$ cat src/rtl/uart_rx_os.sv
`default_nettype none
// ============================================================================
// Module   : uart_rx_os
// Purpose  : 16x-oversampling UART receiver, 8N1, LSB first. Runs on the
//            system clock only. It samples each bit at mid-bit, checks the
//            start and stop bits, and holds each received byte in a one-entry
//            valid/ready register.
// Ports    : clk       - system clock, all logic on posedge
//            rst       - synchronous reset, active-high
//            rx        - asynchronous serial input, idle high
//            rx_data   - received byte, valid while rx_valid=1
//            rx_valid  - byte available in holding register
//            rx_ready  - consumer accepts byte when rx_valid & rx_ready
//            frame_err - one-cycle pulse, stop bit sampled low
//            overrun   - one-cycle pulse, byte dropped because register full
//            busy      - high whenever the receiver is not idle
// Revision : 1.0 - initial release
// ============================================================================
module uart_rx_os #(
    parameter int clk_freq  = 1000000,
    parameter int baud_rate = 9600
) (
    input  logic       clk,
    input  logic       rst,
    input  logic       rx,
    output logic [7:0] rx_data,
    output logic       rx_valid,
    input  logic       rx_ready,
    output logic       frame_err,
    output logic       overrun,
    output logic       busy
);

    // Clocks per oversample tick; must be at least 2.
    localparam int c_DIV = clk_freq / (baud_rate * 16);
    localparam int c_PW  = (c_DIV > 1) ? $clog2(c_DIV) : 1;

    localparam logic [2:0] c_S_IDLE  = 3'd0;
    localparam logic [2:0] c_S_START = 3'd1;
    localparam logic [2:0] c_S_DATA  = 3'd2;
    localparam logic [2:0] c_S_STOP  = 3'd3;
    localparam logic [2:0] c_S_BREAK = 3'd4;

    logic            r_rx_meta;
    logic            r_rx_s;
    logic [2:0]      r_state;
    logic [2:0]      w_state_nxt;
    logic [c_PW-1:0] r_presc;
    logic [3:0]      r_tick_cnt;
    logic [2:0]      r_bit_cnt;
    logic [7:0]      r_shift;
    logic [7:0]      r_rx_data;
    logic            r_rx_valid;
    logic            r_frame_err;
    logic            r_overrun;

    logic w_tick;
    logic w_tick_mid;
    logic w_tick_last;
    logic w_start_det;
    logic w_start_ok;
    logic w_sample_bit;
    logic w_deliver;
    logic w_ferr;

    // Two-flop synchronizer; both flops reset to the idle line level so a
    // reset can never look like a falling edge.
    always_ff @(posedge clk) begin
        if (rst) begin
            r_rx_meta <= 1'b1;
            r_rx_s    <= 1'b1;
        end else begin
            r_rx_meta <= rx;
            r_rx_s    <= r_rx_meta;
        end
    end

    assign w_tick      = (r_presc == c_PW'(c_DIV - 1));
    // The 8th tick lands at mid start bit; every 16th tick thereafter is
    // mid-bit of the following bit.
    assign w_tick_mid  = w_tick && (r_tick_cnt == 4'd7);
    assign w_tick_last = w_tick && (r_tick_cnt == 4'd15);

    always_ff @(posedge clk) begin
        if (rst) begin
            r_state <= c_S_IDLE;
        end else begin
            r_state <= w_state_nxt;
        end
    end

    always_comb begin
        w_state_nxt  = r_state;
        w_start_det  = 1'b0;
        w_start_ok   = 1'b0;
        w_sample_bit = 1'b0;
        w_deliver    = 1'b0;
        w_ferr       = 1'b0;
        case (r_state)
            c_S_IDLE: begin
                if (!r_rx_s) begin
                    w_state_nxt = c_S_START;
                    w_start_det = 1'b1;
                end
            end
            c_S_START: begin
                if (w_tick_mid) begin
                    if (!r_rx_s) begin
                        w_state_nxt = c_S_DATA;
                        w_start_ok  = 1'b1;
                    end else begin
                        // Low pulse shorter than half a bit: treat as noise.
                        w_state_nxt = c_S_IDLE;
                    end
                end
            end
            c_S_DATA: begin
                if (w_tick_last) begin
                    w_sample_bit = 1'b1;
                    if (r_bit_cnt == 3'd7) begin
                        w_state_nxt = c_S_STOP;
                    end
                end
            end
            c_S_STOP: begin
                if (w_tick_last) begin
                    if (r_rx_s) begin
                        w_deliver   = 1'b1;
                        w_state_nxt = c_S_IDLE;
                    end else begin
                        w_ferr      = 1'b1;
                        w_state_nxt = c_S_BREAK;
                    end
                end
            end
            c_S_BREAK: begin
                // Hold here until the line returns high so a stuck-low line
                // cannot start a new frame.
                if (r_rx_s) begin
                    w_state_nxt = c_S_IDLE;
                end
            end
            default: begin
                w_state_nxt = c_S_IDLE;
            end
        endcase
    end

    // Oversampling counters and the data shift register.
    always_ff @(posedge clk) begin
        if (rst) begin
            r_presc    <= '0;
            r_tick_cnt <= 4'd0;
            r_bit_cnt  <= 3'd0;
            r_shift    <= 8'h00;
        end else begin
            if (w_start_det || w_tick) begin
                r_presc <= '0;
            end else begin
                r_presc <= r_presc + 1'b1;
            end

            if (w_start_det || w_start_ok) begin
                r_tick_cnt <= 4'd0;
            end else if (w_tick) begin
                r_tick_cnt <= r_tick_cnt + 4'd1;
            end

            if (w_start_ok) begin
                r_bit_cnt <= 3'd0;
            end else if (w_sample_bit) begin
                r_bit_cnt <= r_bit_cnt + 3'd1;
            end

            if (w_sample_bit) begin
                r_shift <= {r_rx_s, r_shift[7:1]};
            end
        end
    end

    // One-entry holding register plus the single-cycle status pulses.
    always_ff @(posedge clk) begin
        if (rst) begin
            r_rx_data   <= 8'h00;
            r_rx_valid  <= 1'b0;
            r_frame_err <= 1'b0;
            r_overrun   <= 1'b0;
        end else begin
            r_frame_err <= w_ferr;
            r_overrun   <= 1'b0;
            if (w_deliver) begin
                if (!r_rx_valid || rx_ready) begin
                    r_rx_data  <= r_shift;
                    r_rx_valid <= 1'b1;
                end else begin
                    r_overrun  <= 1'b1;
                end
            end else if (r_rx_valid && rx_ready) begin
                r_rx_valid <= 1'b0;
            end
        end
    end

    assign rx_data   = r_rx_data;
    assign rx_valid  = r_rx_valid;
    assign frame_err = r_frame_err;
    assign overrun   = r_overrun;
    assign busy      = (r_state != c_S_IDLE);

endmodule
`default_nettype wire

$ cat config.mk
export PLATFORM = sky130hd
export DESIGN_NAME = uart_rx_os
export DESIGN_NICKNAME = d
export VERILOG_FILES = /design/src/rtl/uart_rx_os.sv
export SDC_FILE = /design/constraint.sdc
export NUM_CORES = 1
export LEC_CHECK = 0
export CAP_MARGIN = 20
export CORE_UTILIZATION = 40
export DETAILED_ROUTE_END_ITERATION = 8
export GPL_ROUTABILITY_DRIVEN = 0
export PLACE_DENSITY = 0.61
export SLEW_MARGIN = 20
export SYNTH_ARGS = -nofsm -noshare
export SYNTH_HDL_FRONTEND = slang
export SYNTH_SLANG_ARGS = --single-unit
$ cat constraint.sdc
create_clock -name clk -period 1.4 [get_ports clk]
set_clock_uncertainty 0.05 [all_clocks]
set_input_delay 0.14 -clock clk [delete_from_list [all_inputs] [get_ports clk]]
set_output_delay 0.14 -clock clk [all_outputs]
set_load 0.03 [all_outputs]
# Yosys cells after proc, flatten, opt, wreduce, memory -nomap -nowiden
# Index checks and enable logic that the tools add are counted.
# word_totals
reg_bits,34
word_cells,72
# classes
add_sub_neg,3
n_eq_ne,15
muxes,22
bitwise,3
reduce_logical,18
# ops
cell,n
2-to-1 mux 3 bit,7
case mux 3 bit (5 select lines),1
2-to-1 mux 1 bit,13
!= test 2 bit (second input constant),6
equality test 3 bit (second input constant),3
OR reduction 2 bit,4
adder 3 x 1 -> 3 bit (second input constant),2
equality test 3 x 2 -> 1 bit (second input constant),2
AND reduction 6 bit,1
adder 4 x 1 -> 4 bit (second input constant),1
equality test 4 x 3 -> 1 bit (second input constant),1
equality test 4 bit (second input constant),1
AND reduction 2 bit,2
equality test 3 x 1 -> 1 bit (second input constant),1
logical AND 1 bit,3
zero test 3 bit,1
logical OR 1 bit,3
NOT 1 bit,3
nonzero test 3 bit,1
OR reduction 3 bit,1
2-to-1 mux 2 bit,1
!= test 2 x 1 -> 1 bit (second input constant),1
nonzero test 2 bit,1
zero test 1 bit,1

# Logic depth before layout (Yosys ltp)
# Gate-level depths: netlist (run 1).
# logic_depth
ltp_word,6
ltp_mapped,7

# Worst setup path after synthesis (run 1)
# OpenSTA, ideal clock, no wires.
# synth_path
path_type,register -> register
start,register r_presc[0]
end,"register r_rx_data[0], in the netlist rx_data[0]"
arrival_ns,1.383
path_slack_ns,-0.104
stages_incl_launch_ff,6
n_path_buf,1
cell_sequence,dfxtp_1 -> ha_1 -> nand4_4 -> nor4b_4 -> buf_6 -> mux2i_1
# synth_via
elab_chain_cells,5
# synth_lines
item,line_no,source
start: declaration,48,logic [c_PW-1:0] r_presc;
start signal: assignment,160,r_presc <= r_presc + 1'b1;
equality test 3 bit,78,assign w_tick = (r_presc == c_PW'(c_DIV - 1));
logical AND 1 bit,82,assign w_tick_last = w_tick && (r_tick_cnt == 4'd15);
2-to-1 mux 1 bit,126,if (w_tick_last) begin
2-to-1 mux 1 bit,99,case (r_state)
AND reduction 2 bit (no source line),--,
end signal: assignment,193,r_rx_data <= r_shift;
end: declaration,52,logic [7:0] r_rx_data;
# Every way passes these cells.
# A chain may end at the register's enable or synchronous reset.

# Worst setup path in the final report (run 1)
# layout_path
start,register r_tick_cnt[3]
end,"register r_rx_data[3], in the netlist rx_data[3]"
# layout_via
elab_chain_cells,5
# layout_lines
item,line_no,source
start: declaration,49,logic [3:0] r_tick_cnt;
start signal: assignment,166,r_tick_cnt <= r_tick_cnt + 4'd1;
equality test 4 bit,82,
logical AND 1 bit,82,
2-to-1 mux 1 bit,126,
2-to-1 mux 1 bit,99,
AND reduction 2 bit (no source line),--,
# Every way passes these cells.

==> impl_metrics.yaml, run 1 <==
floorplan:
  die_area_um2: 4058
  die_w_um: 63.70
  fp-row-count: 22
  core-area_um2: 3661
  die_y_um: 63.70
  start_util_pct: 41.59
  ios: 16
clock_tree:
  cts-root-buf: "clkbuf_8"
  h-tree-depth: 2
  cts_tree: "yes"
  numCtsBuffers: 5
  cts_hold_repair.buffers: 0
  clockBufferDepth: 2
  cts.clk_slew.worst_paths_ns: 0.06
  clock_latency_ns: 0.29
  clock-sinks: 34
critical_path:
  worstSetupStartpointType: "flip-flop"
  critPathKind: "flip-flop to flip-flop"
  crit_path_cell_trace: "nand4b_1, nor4b_4, buf_12, mux2i_1"
  end_kind: "flip-flop"
  required_ns: 1.57
  worstPathArrival_ns: 1.64
  max_stage_delay_ns: 0.48
  crit_path_top_delay_cell: "dfxtp_1"
  crit_path_max_fanout: 8
timing:
  slew-limit-headroom_pct: 78.82
  min_period_over_period_pct: 105.6
  tightestPinTransition_ns: 0.3189
  finalSetupViolCount: 18
  slew_viol_final: 0
  fin_ws_ns: -0.07794
  clock.fmax_mhz: 676.6
  rsz0062_at_grt: "true"
  period_needed_ns: 1.478
  report.final.hold_viol_count: 0
outcome:
  status: "finished with violations"
  violations: "setup timing"
placed_design:
  post-dp-hpwl_mm: 2.233
  dpl_cell_area_um2: 1903
  placed_cells: 240
  port_buffers: 15
cells_and_area:
  drive_above_1_share_pct: 29.35
  finalInstanceArea_um2: 2067
  final_cell_mix: "dfxtp_1, buf_4, nand2_1, nand3_1, a21oi_1"
  final_util_pct: 56.46
  final_nets: 211
  area_growth_pct: 35.74
  layout_commonest_cell: "dfxtp_1"
  instances_no_fill: 249
  n_antenna_cell: 0
grt:
  grt-ovfl-total: 0
  grt_pass1_wl_mm: 5.602
  grt_max_degree: 20
  grt_util_all_layers_pct: 18.37
  grt_pass1_vias: 1290
  antenna_found_initial: 0
drt:
  ant_nets: 0
  drtIter0Drc: 38
  viasPerCell: 5.104
  routed.top_layer: "met4"
  wire_per_inst_um: 13.04
  dr.pass1.iters: 5
  drc: 0
  drt_wl_total_mm: 3.247
  met2_length_mm: 1.566
  num_vias: 1271
  m1WireLength_mm: 1.474
  wl_met3_um: 123
pwr:
  finalPower_w: 0.001829
  powerDensity_nw_per_um2: 884.7
  p_leak_nw: 0.7998
  peakVddDrop_uv: 650.5
yosys:
  ys_seq_area_share_pct: 44.70
  netlist_instances: 165
  synthesis.area_um2: 1523
  syn_nets: 174
  avgSynthCellArea_um2: 9.229
  ys_seq_elements: 34
  synth_cell_types: 38
  yosys_warnings: 0
run:
  cap_violations: 0
worst_hold_path:
  min_path_type: "flip-flop to flip-flop"
==> cell families (layout without fill, tap and decap cells) <==
logic type,count (synthesis),after routing,share of synthesized area (%)
buffers and inverters,17,53,5.833
adder cells (fa/ha/maj),5,5,4.108
XOR/XNOR,3,3,1.726
AO/OA/AOI/OAI,33,33,13.72
flip-flops,34,34,44.70
AND/OR/NAND/NOR,65,65,24.65
multiplexers,8,8,5.259
==> worst max-delay path: cells and delay by family, from the launching register on <==
family	cells	cell delay [ns]
simple gates	2	0.51
flops	1	0.48
buf+inv	1	0.17
mux	1	0.18
==> area by class of cell <==
type | instances | area, µm²
inverters | 4 | 15.01
well taps | 48 | 60.06
fillers | 331 | 1594
flip-flops and latches | 34 | 689.4
clock buffers | 6 | 82.58
repair buffers | 43 | 380.4
multi-input cells | 114 | 839.6
==> per-stage QoR <==
stage	TNS (ns)	setup WS (ns)	hold WS [ns]
floorplan	-0.2626	-0.03282	0.1938
global placement	-1.036	-0.1093	0.3430
detailed placement	-1.571	-0.1408	0.3436
CTS	-0.7261	-0.09483	0.3522
global route	-2.796	-0.1637	0.3669
finish	-0.6322	-0.07794	0.3573
==> state kept, by name (all words and copies together) (netlist names), 3 cells and up <==
name        cells
r_bit_cnt       3
r_presc         3
r_shift         8
r_state         3
r_tick_cnt      4
rx_data         8
==> cells in the mapped netlist (all sizes together) <==
| cell | instances | area [µm²] |
|---|---|---|
| clkinv | 1 | 3.750 |
| nand2b | 2 | 12.51 |
| nand3 | 15 | 75.07 |
| o21ai | 13 | 65.06 |
| or3 | 4 | 30.03 |
| clkbuf | 4 | 15.01 |
| o41ai | 1 | 16.27 |
| nand4bb | 1 | 11.26 |
| dlymetal6s2s | 1 | 12.51 |
| and3b | 1 | 8.760 |
| inv | 3 | 11.26 |
| or4 | 1 | 11.26 |
| dfxtp | 34 | 680.7 |
| nor2 | 7 | 26.28 |
| and4 | 1 | 8.760 |
| and3 | 1 | 6.260 |
| a2111oi | 1 | 8.760 |
| mux2i | 8 | 80.08 |
| a21oi | 14 | 70.07 |
| nand4 | 2 | 27.53 |
| ha | 5 | 62.56 |
| or2 | 2 | 12.51 |
| nor4 | 2 | 12.51 |
| xor2 | 2 | 17.52 |
| a31oi | 1 | 6.260 |
| nor4b | 1 | 23.77 |
| nor4bb | 1 | 10.01 |
| a211o | 1 | 8.760 |
| xnor2 | 1 | 8.760 |
| buf | 8 | 46.29 |
| nor3 | 3 | 15.01 |
| nand2 | 20 | 75.07 |
| nand4b | 1 | 8.760 |
| a211oi | 1 | 7.510 |
| o311ai | 1 | 26.28 |
==> power breakdown <==
part	internal, W	switching [W]
clock network	0.000378	0.000321
logic	0.0000698	0.0000660
registers	0.000982	0.0000115
==> metal layers <==
layer	global-route usage, %	vias up
li1	-	650
met1	18.86	590
met2	32.18	23
met3	6.522	8
met4	9.943	0
met5	0	-
==> final timing paths <==
path	from	depth (start not counted)	slack, ns	to
min reg2reg	r_rx_meta	1	0.36	r_rx_s
max reg2reg	r_tick_cnt[3]	4	-0.08	rx_data[3]
min	r_rx_meta	1	0.36	r_rx_s
max	r_tick_cnt[3]	4	-0.08	rx_data[3]
==> timing repair <==
item | in CTS | in global routing
gates resized for setup | 22 | 13
pin swaps | 7 | 2
setup endpoints to repair | 40 | 29
buffers inserted | 3 | 0
gates cloned | 0 | 0
(Power assumes the default switching activity.)
==> run 2, diff against run 1 <==
--- a/config.mk
+++ b/config.mk
@@ -5,11 +5,15 @@
 export SDC_FILE = /design/constraint.sdc
 export NUM_CORES = 1
 export LEC_CHECK = 0
+export ABC_AREA = 1
 export CAP_MARGIN = 20
-export CORE_UTILIZATION = 40
+export CELL_PAD_IN_SITES_DETAIL_PLACEMENT = 1
+export CELL_PAD_IN_SITES_GLOBAL_PLACEMENT = 2
+export CORE_UTILIZATION = 31
+export CTS_BUF_LIST = sky130_fd_sc_hd__clkbuf_2 sky130_fd_sc_hd__clkbuf_4 sky130_fd_sc_hd__clkbuf_8
 export DETAILED_ROUTE_END_ITERATION = 8
 export GPL_ROUTABILITY_DRIVEN = 0
-export PLACE_DENSITY = 0.61
+export PLACE_DENSITY = 0.76
 export SLEW_MARGIN = 20
 export SYNTH_ARGS = -nofsm -noshare
 export SYNTH_HDL_FRONTEND = slang
==> run 2 against run 1 <==
The flow still finishes with violations (setup timing); sequential cell count did not move; first-iteration DRC count fell by 16%; clock-buffer cell count did not move; critical path type unchanged; largest power group unchanged; highest routed layer unchanged.
==> impl_metrics.yaml, run 2 <==
outcome:
  status: "finished with violations"
  violations: "setup timing"
yosys:
  ys_seq_elements: 34
  synthFlopType: "dfxtp_1"
  synth-edff-count: 0
  yosys-top-cells-area: "dfxtp_1, nand2_1, a21oi_1"
  synth_async_sr_flop_share_pct: 0
  yosys.area.top_type: "dfxtp_1"
  synthesis.area_um2: 1400
  synth.cells.most_frequent: "nand2_1, dfxtp_1, nor2_1, a21oi_1, o21ai_0"
  synth_cell_types: 27
  yosys.area.top_type_share_pct: 48.61
  avgSynthCellArea_um2: 8.285
  ys_seq_area_share_pct: 48.61
  netlist_instances: 169
  yosys_warnings: 0
  synth_most_common_cell: "nand2_1"
  syn_nets: 178
timing:
  min_period_over_period_pct: 101.3
  tightestPinTransition_ns: 0.3225
  slew-limit-headroom_pct: 78.59
  rsz0062_at_grt: "true"
  fin_ws_ns: -0.01784
  slew_viol_final: 0
  timing.hold.ws_ns: 0.3635
  clock.fmax_mhz: 705.3
  period_needed_ns: 1.418
  report.final.hold_viol_count: 0
  finalSetupViolCount: 3
floorplan:
  die_w_um: 69.21
  ios: 16
  fp-row-count: 24
  die_area_um2: 4789
  die_y_um: 69.21
  start_util_pct: 32.16
  core-area_um2: 4354
critical_path:
  worstSetupStartpointType: "flip-flop"
  end_kind: "flip-flop"
  worstPathArrival_ns: 1.55
  critPathKind: "flip-flop to flip-flop"
  required_ns: 1.53
  crit_path_max_fanout: 9
cells_and_area:
  drive_above_1_share_pct: 33.33
  n_fill_cell: 525
  layout_commonest_cell: "dfxtp_1"
  finalInstanceArea_um2: 1953
  instances_no_fill: 259
  area_growth_pct: 39.50
  final_cell_mix: "dfxtp_1, nand2_1, nor2_1, buf_4"
  final_nets: 216
  n_antenna_cell: 0
pwr:
  p_leak_nw: 0.8598
  peakVddDrop_uv: 451.8
  powerDensity_nw_per_um2: 1080
  finalPower_w: 0.002109
drt:
  ant_nets: 0
  wire_per_inst_um: 13.13
  drt_wl_total_mm: 3.401
  viasPerCell: 4.776
  dr.pass1.iters: 4
  num_vias: 1237
  drtIter0Drc: 32
  drc: 0
clock_tree:
  cts_hold_repair.buffers: 0
  h-tree-depth: 2
  cts.clk_slew.worst_paths_ns: 0.07
  cts_tree: "yes"
  clock_latency_ns: 0.29
  numCtsBuffers: 5
  clock-sinks: 34
  clockBufferDepth: 2
  cts-root-buf: "clkbuf_8"
worst_hold_path:
  min_path_type: "input pin to flip-flop"
grt:
  grt_util_all_layers_pct: 16.06
  grt-ovfl-total: 0
  grt_pass1_wl_mm: 5.968
  antenna_found_initial: 0
  grt_pass1_vias: 1288
  grt_max_degree: 15
placed_design:
  port_buffers: 15
  place_ws_ns: -0.06305
  dpl_cell_area_um2: 1674
  placed_cells: 244
  post-dp-hpwl_mm: 2.348
run:
  cap_violations: 0
run 2: cells by family after synthesis:
group / after synthesis / synth area share (%)
xor gates and xnor gates: 3 / 1.877
adders and majority gates: 5 / 4.468
buffers and inverters: 14 / 5.273
DFF: 34 / 48.61
and+or+nand+nor: 83 / 28.87
AOI/OAI and AO/OA: 30 / 10.90
run 2: path summary, 6_finish.rpt:
kind	from	end	slack [ns]	cells after the start
max reg2reg	r_presc[1]	r_bit_cnt[1]	-0.02	8
min reg2reg	r_rx_meta	r_rx_s	0.37	1
min	rx	r_rx_meta	0.36	2
max	r_presc[1]	r_bit_cnt[1]	-0.02	8
run 2: stage by stage:
stage               utilization (%)  setup TNS [ns]
finish                        44.86        -0.03114
global route                  44.86          -1.649
CTS                           41.72               0
detailed placement            38.45         -0.2111
global placement              38.45        -0.05091
floorplan                         -               0
run 2: per-layer routing:
layer  share of wire [%]  track usage [%]  routed length [µm]
met1                  44            18.68                1487
met2                  51            27.29                1722
met3                 3.6            4.797                 123
met4                 2.0            6.803                  67
met5                   0                0                   0
run 2: timing repair:
action                                  4_1_cts  5_1_grt
resized for setup                            20       36
buffers inserted                              1        5
endpoints found under the setup margin       31       24
pin swaps                                     0       10
cloned                                        2        0
run 2: worst max-delay path: stages, from the launching register on:
cell and delay, ns:
dfxtp_2 0.33, inv_2 0.06, ha_4 0.14, nand3_4 0.11, nor2_8 0.21, nand2_4 0.13, buf_4 0.17, nand2_1 0.05
a21oi_1 0.06
run 2: power by group:
| part | internal, W | switching (W) |
|---|---|---|
| Combinational | 0.0000828 | 0.000102 |
| Clock | 0.000569 | 0.000353 |
| Sequential | 0.000986 | 0.0000152 |
| Total | 0.00164 | 0.000470 |
run 2: final cells by class:
cell class / count / area (µm²) / share of cell area (%)
timing repair inverter: 1 / 5.005 / 0.2562
sequential: 34 / 685.7 / 35.11
tap: 52 / 65.06 / 3.331
inverter: 10 / 50.05 / 2.562
clock buffer: 6 / 82.58 / 4.228
timing repair buffer: 33 / 270.3 / 13.84
clock inverter: 1 / 30.03 / 1.537
multi-input combinational: 122 / 764.5 / 39.14
